--- config.mk ---
export PLATFORM = sky130hd
export DESIGN_NAME = drum_phase_ctrl
export DESIGN_NICKNAME = d
export VERILOG_FILES = /design/src/rtl/wc_pkg.sv /design/src/rtl/phase_tick_counter.sv /design/src/rtl/drum_phase_ctrl.sv
export SDC_FILE = /design/constraint.sdc
export NUM_CORES = 1
export LEC_CHECK = 0
export ABC_AREA = 0
export CORE_MARGIN = 3
export CORE_UTILIZATION = 57
export CTS_BUF_LIST = sky130_fd_sc_hd__clkbuf_8
export DETAILED_ROUTE_END_ITERATION = 10
export GPL_ROUTABILITY_DRIVEN = 0
export PLACE_DENSITY_LB_ADDON = 0.15
export SETUP_SLACK_MARGIN = 0.1
export SLEW_MARGIN = 10
export SYNTH_ARGS = -nofsm -noshare
export SYNTH_HDL_FRONTEND = slang
export SYNTH_SLANG_ARGS = --single-unit
--- constraint.sdc ---
create_clock -name CLK -period 3.05 [get_ports CLK]
set_input_delay 0.7625 -clock CLK [delete_from_list [all_inputs] [get_ports CLK]]
set_output_delay 0.7625 -clock CLK [all_outputs]
set_load 0.02 [all_outputs]
--- src/rtl/wc_pkg.sv ---
// Shared washing-machine control types: phase states, motor direction and
// nominal phase lengths the top-level sequencer passes in as Duration.
package wc_pkg;

  typedef enum logic [2:0] {
    IDLE  = 3'd0,
    RUN   = 3'd1,
    DWELL = 3'd2,
    HOLD  = 3'd3,
    DONE  = 3'd4
  } phase_state_t;

  localparam logic FWD = 1'b0;
  localparam logic REV = 1'b1;

  localparam int WASH_DUR  = 600;
  localparam int RINSE_DUR = 300;
  localparam int DRY_DUR   = 900;

endpackage

--- src/rtl/phase_tick_counter.sv ---
// Loadable up-counter with enable and clear; hit_next flags that the value
// about to be written on an enabled increment equals term.
module phase_tick_counter #(
  parameter int CNT_W = 10
) (
  input  logic             CLK,
  input  logic             nRST,
  input  logic             clr,
  input  logic             en,
  input  logic             load,
  input  logic [CNT_W-1:0] load_val,
  input  logic [CNT_W-1:0] term,
  output logic [CNT_W-1:0] count,
  output logic             hit_next
);

  logic [CNT_W-1:0] count_inc;

  assign count_inc = count + CNT_W'(1);
  assign hit_next  = (count_inc == term);

  always_ff @(posedge CLK or negedge nRST) begin
    if (!nRST) begin
      count <= '0;
    end else if (clr) begin
      count <= '0;
    end else if (load) begin
      count <= load_val;
    end else if (en) begin
      count <= count_inc;
    end
  end

endmodule

--- src/rtl/drum_phase_ctrl.sv ---
// Drum-motor phase controller: times one wash/rinse/dry phase with optional
// periodic reversal separated by motor-off dwells, plus pause/resume.
//
// state | meaning
// IDLE  | waiting for Start; latches duration on Start
// RUN   | motor on, counting elapsed and segment ticks
// DWELL | motor off between direction segments, elapsed still counting
// HOLD  | paused; counters frozen, ret_state remembers where to resume
// DONE  | phase complete; Done held until Start drops
module drum_phase_ctrl
  import wc_pkg::*;
#(
  parameter int CNT_W       = 10,
  parameter int DEFAULT_DUR = 600,
  parameter int REV_PERIOD  = 60,
  parameter int DWELL_TICKS = 4
) (
  input  logic             CLK,
  input  logic             nRST,
  input  logic             Start,
  input  logic             Pause,
  input  logic             RevEn,
  input  logic [CNT_W-1:0] Duration,
  output logic             MotorOn,
  output logic             Reverse,
  output logic             Busy,
  output logic             Done,
  output logic [CNT_W-1:0] Remaining
);

  localparam logic [CNT_W-1:0] DEF_DUR_C = CNT_W'(DEFAULT_DUR);
  localparam logic [CNT_W-1:0] REV_C     = CNT_W'(REV_PERIOD);
  localparam logic [CNT_W-1:0] DWELL_C   = CNT_W'(DWELL_TICKS);

  phase_state_t     state;
  phase_state_t     ret_state;
  phase_state_t     run_next;
  phase_state_t     dwell_next;
  logic [CNT_W-1:0] dur;
  logic [CNT_W-1:0] dur_sel;
  logic [CNT_W-1:0] rem_next;

  logic             el_clr;
  logic             el_en;
  logic [CNT_W-1:0] el_count;
  logic             el_hit_next;
  logic             seg_clr;
  logic             seg_en;
  logic [CNT_W-1:0] seg_count;
  logic [CNT_W-1:0] seg_term;
  logic             seg_hit_next;

  assign dur_sel  = (Duration == '0) ? DEF_DUR_C : Duration;
  assign seg_term = (state == DWELL) ? DWELL_C : REV_C;
  assign rem_next = dur - el_count - CNT_W'(1);

  // Counter steering: a segment boundary clears seg in the same edge that
  // changes state, so a pause on that edge resumes with a fresh segment.
  always_comb begin
    el_clr     = 1'b0;
    el_en      = 1'b0;
    seg_clr    = 1'b0;
    seg_en     = 1'b0;
    run_next   = (RevEn && seg_hit_next) ? DWELL : RUN;
    dwell_next = seg_hit_next ? RUN : DWELL;
    if (!Start) begin
      el_clr  = 1'b1;
      seg_clr = 1'b1;
    end else begin
      case (state)
        IDLE: begin
          el_clr  = 1'b1;
          seg_clr = 1'b1;
        end
        RUN: begin
          el_en = 1'b1;
          if (!el_hit_next && run_next == DWELL) seg_clr = 1'b1;
          else                                   seg_en  = 1'b1;
        end
        DWELL: begin
          el_en = 1'b1;
          if (!el_hit_next && seg_hit_next) seg_clr = 1'b1;
          else                              seg_en  = 1'b1;
        end
        default: ;
      endcase
    end
  end

  phase_tick_counter #(.CNT_W(CNT_W)) u_elapsed (
    .CLK      (CLK),
    .nRST     (nRST),
    .clr      (el_clr),
    .en       (el_en),
    .load     (1'b0),
    .load_val ('0),
    .term     (dur),
    .count    (el_count),
    .hit_next (el_hit_next)
  );

  phase_tick_counter #(.CNT_W(CNT_W)) u_segment (
    .CLK      (CLK),
    .nRST     (nRST),
    .clr      (seg_clr),
    .en       (seg_en),
    .load     (1'b0),
    .load_val ('0),
    .term     (seg_term),
    .count    (seg_count),
    .hit_next (seg_hit_next)
  );

  always_ff @(posedge CLK or negedge nRST) begin
    if (!nRST) begin
      state     <= IDLE;
      ret_state <= IDLE;
      dur       <= '0;
      MotorOn   <= 1'b0;
      Reverse   <= FWD;
      Busy      <= 1'b0;
      Done      <= 1'b0;
      Remaining <= '0;
    end else if (!Start) begin
      state     <= IDLE;
      MotorOn   <= 1'b0;
      Busy      <= 1'b0;
      Done      <= 1'b0;
      Remaining <= '0;
    end else begin
      case (state)
        IDLE: begin
          dur       <= dur_sel;
          Remaining <= dur_sel;
          Reverse   <= FWD;
          MotorOn   <= 1'b1;
          Busy      <= 1'b1;
          Done      <= 1'b0;
          state     <= RUN;
        end
        RUN, DWELL: begin
          if (el_hit_next) begin
            state     <= DONE;
            MotorOn   <= 1'b0;
            Busy      <= 1'b0;
            Done      <= 1'b1;
            Remaining <= '0;
          end else begin
            Remaining <= rem_next;
            if (state == DWELL && seg_hit_next) begin
              Reverse <= (Reverse == FWD) ? REV : FWD;
            end
            if (Pause) begin
              state     <= HOLD;
              ret_state <= (state == RUN) ? run_next : dwell_next;
              MotorOn   <= 1'b0;
            end else begin
              state   <= (state == RUN) ? run_next : dwell_next;
              MotorOn <= (((state == RUN) ? run_next : dwell_next) == RUN);
            end
          end
        end
        HOLD: begin
          if (!Pause) begin
            state   <= ret_state;
            MotorOn <= (ret_state == RUN);
          end
        end
        DONE: ;
        default: state <= IDLE;
      endcase
    end
  end

endmodule

==> qor_table.md, run 1 <==
| Group | Item | This run |
|:---|:---|:---|
| pwr | Leakage power | 1.562 nW |
| clock tree | Worst-Skew Late Latency | 0.30 ns |
| global routing | Pin count of the biggest net entering global routing | 28 |
| detailed routing | Vias post-DR | 2814 |
| detailed routing | Average vias per placed instance | 5.924 |
| place | Inst Count DP | 465 |
| synth | YS warnings | 0 |
| cells and area | Filler cells | 405 |
| setup path | Req. time, crit path | 3.29 ns |
| setup path | Crit path arrival time | 3.05 ns |
| cells and area | Area delta synth->final | 18.87% |
| timing | Post-route fraction of the period consumed by the critical path | 92.09% |
| synth | Netlist area before placement | 3136 um^2 |
| cells and area | Final core occ | 71.61% |
| detailed routing | Initial detailed-routing violation count | 281 |
| synth | Post-synthesis sequential area ratio | 39.11% |
| cells and area | Number of nets in the layout | 431 |
| detailed routing | Antenna-violating nets left | 0 |
| synth | FFs w/ async S/R, synth | 100.0% |
| setup path | Cell-by-cell trace of the critical path | ha_1 > xor2_1 > a211oi_2 > o211ai_1 > or4_4 > a311oi_4 > buf_6 > o31ai_4 > or3_1 > a21oi_2 |
| global routing | Gr ovfl total | 0 |
| timing | Headroom to the max-slew limit | 46.27% |
| timing | Fin. Hold Viols | 0 |
| setup path | Crit end category | register |
| floorplanning | Core region area | 5205 um^2 |
| detailed routing | Final routed wire length divided by cell count | 15.90 um |
| global routing | Wire length of the first global-routing pass | 12.83 mm |
| global routing | Met1 capacity usage during global routing | 37.55% |
| setup path | Highest cell delay on the worst timing path | 0.50 ns |
| clock tree | Num CTS Buffers | 5 |
| synth | Number of nets produced by synthesis | 390 |
| min path | Min-delay worst type | primary input to asynchronous set/reset pin |
| place | Post-detail-place hpwl | 5.677 mm |
| timing | Post-Route Setup TNS | 0 ns |
| clock tree | Cell at the root of the clock tree | sky130_fd_sc_hd__clkbuf_8 |
| synth | Most frequent cell after synthesis | sky130_fd_sc_hd__dfrtp_1 |
| clock tree | Bufs on Longest Clock Path | 2 |
| timing | Slew @ Worst Pin | 0.7959 ns |
| detailed routing | Drt pass-1 iters | 5 |
| cells and area | Post-Layout Cell Count | 475 |
| synth | Area share of the largest cell type after synthesis | 39.11% |
| clock tree | Depth of the CTS H-tree | 2 |
| global routing | GR Util met2 | 39.24% |
| timing | Number of pins with negative max-slew slack in the final report | 0 |
| synth | Post-synth cell types | 50 |
| global routing | Grt met3 use | 4.484% |
| clock tree | Clock tree from TritonCTS | done |
| floorplanning | Total number of placement rows | 26 |
| timing | Fmax | 356.0 MHz |
| floorplanning | Die extent in y | 80.17 um |
| synth | Most frequent cells after synthesis | 49 x sky130_fd_sc_hd__dfrtp_1, 41 x sky130_fd_sc_hd__nor2_1, 32 x sky130_fd_sc_hd__nand2_1, 32 x sky130_fd_sc_hd__o21ai_0, 22 x sky130_fd_sc_hd__a21oi_1 |
| cells and area | Multi-input logic area | 1807 um^2 |
| setup path | Max stage delay cell, worst path | sky130_fd_sc_hd__or4_4 |
| synth | Syn avg cell area | 8.638 um^2 |
| timing | Clock period minus final worst setup slack | 2.809 ns |
| floorplanning | Die area | 6426 um^2 |
| clock tree | CTS sink cnt | 49 |
| timing | Clock tree skew after final layout | 0.005551 ns |
| setup path | Critical path type | register to register |
| synth | Prevailing post-synth register cell | sky130_fd_sc_hd__dfrtp_1 |
| floorplanning | Die W | 80.17 um |
| pwr | Worst-case vdd ir drop | 0.0005691 V |
| place | Port-buffer cells | 28 |
| cells and area | Number of antenna cells inserted | 0 |
| setup path | Sort of element at the start of the critical path | register |
| synth | Most area-consuming cells after synthesis | sky130_fd_sc_hd__dfrtp_1 39%, sky130_fd_sc_hd__o21ai_0 5.1%, sky130_fd_sc_hd__nor2_1 4.9%, sky130_fd_sc_hd__ha_1 4.4%, sky130_fd_sc_hd__nand2_1 3.8% |
| detailed routing | Wirelength, routed | 7.551 mm |
| timing | Setup Viol. Count Final | 0 |
| clock tree | CTS clk-pin slew, worst paths | 0.10 ns |
| flow run | Number of maximum-capacitance violations | 0 |
| pwr | Areal power density over the cells | 814.7 nW/um^2 |
| global routing | Vias in the first global route | 2639 |
| floorplanning | Ports placed on the boundary | 29 |
| run status | Result of the run | completed |
| synth | Number of synthesized flops with an enable pin | 0 |
| timing | Setup repair after global routing missed its margin | false |
| detailed routing | DRC violations left | 0 |
| global routing | Most heavily used metal layer in global routing | met2 |
| synth | Number of instances in the synthesized netlist | 363 |
| synth | Cell taking the most area after synthesis | sky130_fd_sc_hd__dfrtp_1 |
| global routing | Initial antenna violation count | 0 |
| floorplanning | Starting Density | 60.24% |
| cells and area | Footprint of the flip-flops and latches | 1226 um^2 |
| cells and area | Layout cells sized above 1 | 11.36% |
| global routing | All-layer global routing usage | 25.33% |
| synth | Synth Register Bits | 49 |
| setup path | Highest net fanout along the worst path | 4 |
-- kinds of logic after synthesis --
| group | Yosys count | synth area share, % |
|---|---|---|
| AOI/OAI and AO/OA | 94 | 19.39 |
| xor gates and xnor gates | 23 | 6.424 |
| adders and majority gates | 12 | 5.028 |
| buffers and inverters | 34 | 4.549 |
| DFF | 49 | 39.11 |
| muxes | 10 | 3.392 |
| and+or+nand+nor | 141 | 22.11 |
-- cells in the final DEF (no fill, tap or decap), types with 3 or more instances in the layout --
cell type	instances
sky130_fd_sc_hd__a22oi_1	4
sky130_fd_sc_hd__a211oi_1	3
sky130_fd_sc_hd__a21oi_1	21
sky130_fd_sc_hd__xor2_1	10
sky130_fd_sc_hd__nor4_1	5
sky130_fd_sc_hd__nor3b_1	3
sky130_fd_sc_hd__nor3_1	9
sky130_fd_sc_hd__a21o_1	3
sky130_fd_sc_hd__nand2_1	31
sky130_fd_sc_hd__clkbuf_8	6
sky130_fd_sc_hd__o211ai_1	5
sky130_fd_sc_hd__or4_1	3
sky130_fd_sc_hd__clkdlybuf4s50_1	27
sky130_fd_sc_hd__o22a_1	4
sky130_fd_sc_hd__inv_1	19
sky130_fd_sc_hd__nor2_1	40
sky130_fd_sc_hd__mux2i_1	5
sky130_fd_sc_hd__o31ai_1	4
sky130_fd_sc_hd__xnor2_1	13
sky130_fd_sc_hd__nand4_1	3
sky130_fd_sc_hd__dfrtp_1	49
sky130_fd_sc_hd__o21ai_0	31
sky130_fd_sc_hd__mux2_2	5
sky130_fd_sc_hd__ha_1	10
sky130_fd_sc_hd__nand2b_1	5
sky130_fd_sc_hd__buf_4	20
sky130_fd_sc_hd__nand3_1	12
sky130_fd_sc_hd__nor2b_1	9
sky130_fd_sc_hd__and3_1	3
sky130_fd_sc_hd__or3_1	7
-- area by class of cell --
class                           count  area share (%)
Clock buffer                        6           2.216
Clock inverter                      2          0.4364
Inverter                           19           1.913
Multi-Input combinational cell    280           48.47
Sequential cell                    49           32.90
Tap cell                           70           2.350
Timing Repair Buffer               49           11.72
-- stage by stage --
stage               hold slack, ns  setup slack, ns  instance area, um^2  total power (W)
finish                      0.4389           0.2413                 3727         0.003037
global route                0.4460           0.1148                 3727         0.003259
CTS                         0.4499           0.1026                 3669         0.002984
detailed placement          0.4891          0.06457                 3570         0.002552
global placement            0.4893           0.2824                 3570         0.002518
floorplan                   0.4669           0.2397                 3136         0.002052
-- timing repair --
action | CTS | global route
resized for setup | 0 | 9
pin swaps | 1 | 2
setup endpoints to repair | 11 | 25
setup buffers | 0 | 2
hold buffers | 0 | 0
hold endpoints to repair | 0 | 0
-- layer usage --
metal / vias to the layer above / part of all wire, %
met5: - / 0
met4: 0 / 0.54
met3: 5 / 5.9
met2: 89 / 46
met1: 1352 / 48
li1: 1368 / -
-- critical path, delay by kind of cell, from the launching register on --
kind / cells / cell delay, ns
adder cells (fa/ha/maj): 1 / 0.32
AO/OA/AOI/OAI: 5 / 0.82
XOR/XNOR: 1 / 0.18
buffers and inverters: 1 / 0.16
flip-flops: 1 / 0.40
AND/OR/NAND/NOR: 2 / 0.86
-- path summary, 6_finish.rpt --
check,from,endpoint,slack [ns],cells past startpoint
max,u_elapsed.count[0],u_segment.count[2],0.24,10
min,nRST,u_elapsed.count[5],0.44,2
max reg2reg,u_elapsed.count[0],u_segment.count[2],0.24,10
min reg2reg,Done,Done,0.51,2
max in group asynchronous,nRST,dur[0],2.32,2
min in group CLK,Done,Done,0.51,2
-- where the power goes --
group	switching, W	total, W	internal (W)
Combinational	0.000915	0.00165	0.000731
Sequential	0.000149	0.000973	0.000824
Clock	0.000230	0.000418	0.000187
Total	0.00129	0.00304	0.00174
-- registers in the layout (all words and copies together), names as in the netlist --
register         count
Busy                 1
Done                 1
MotorOn              1
Remaining           10
Reverse              1
dur                 10
ret_state            2
state                3
u_elapsed.count     10
u_segment.count     10
Note: power is estimated with default switching activity, not from simulation.
==> run 2, diff against run 1 <==
--- a/config.mk
+++ b/config.mk
@@ -13,7 +13,7 @@
 export GPL_ROUTABILITY_DRIVEN = 0
 export PLACE_DENSITY_LB_ADDON = 0.15
 export SETUP_SLACK_MARGIN = 0.1
-export SLEW_MARGIN = 10
+export SLEW_MARGIN = 20
 export SYNTH_ARGS = -nofsm -noshare
 export SYNTH_HDL_FRONTEND = slang
 export SYNTH_SLANG_ARGS = --single-unit
==> results of run 2 <==
Final layout, timing and power as in run 1 (identical DEF).
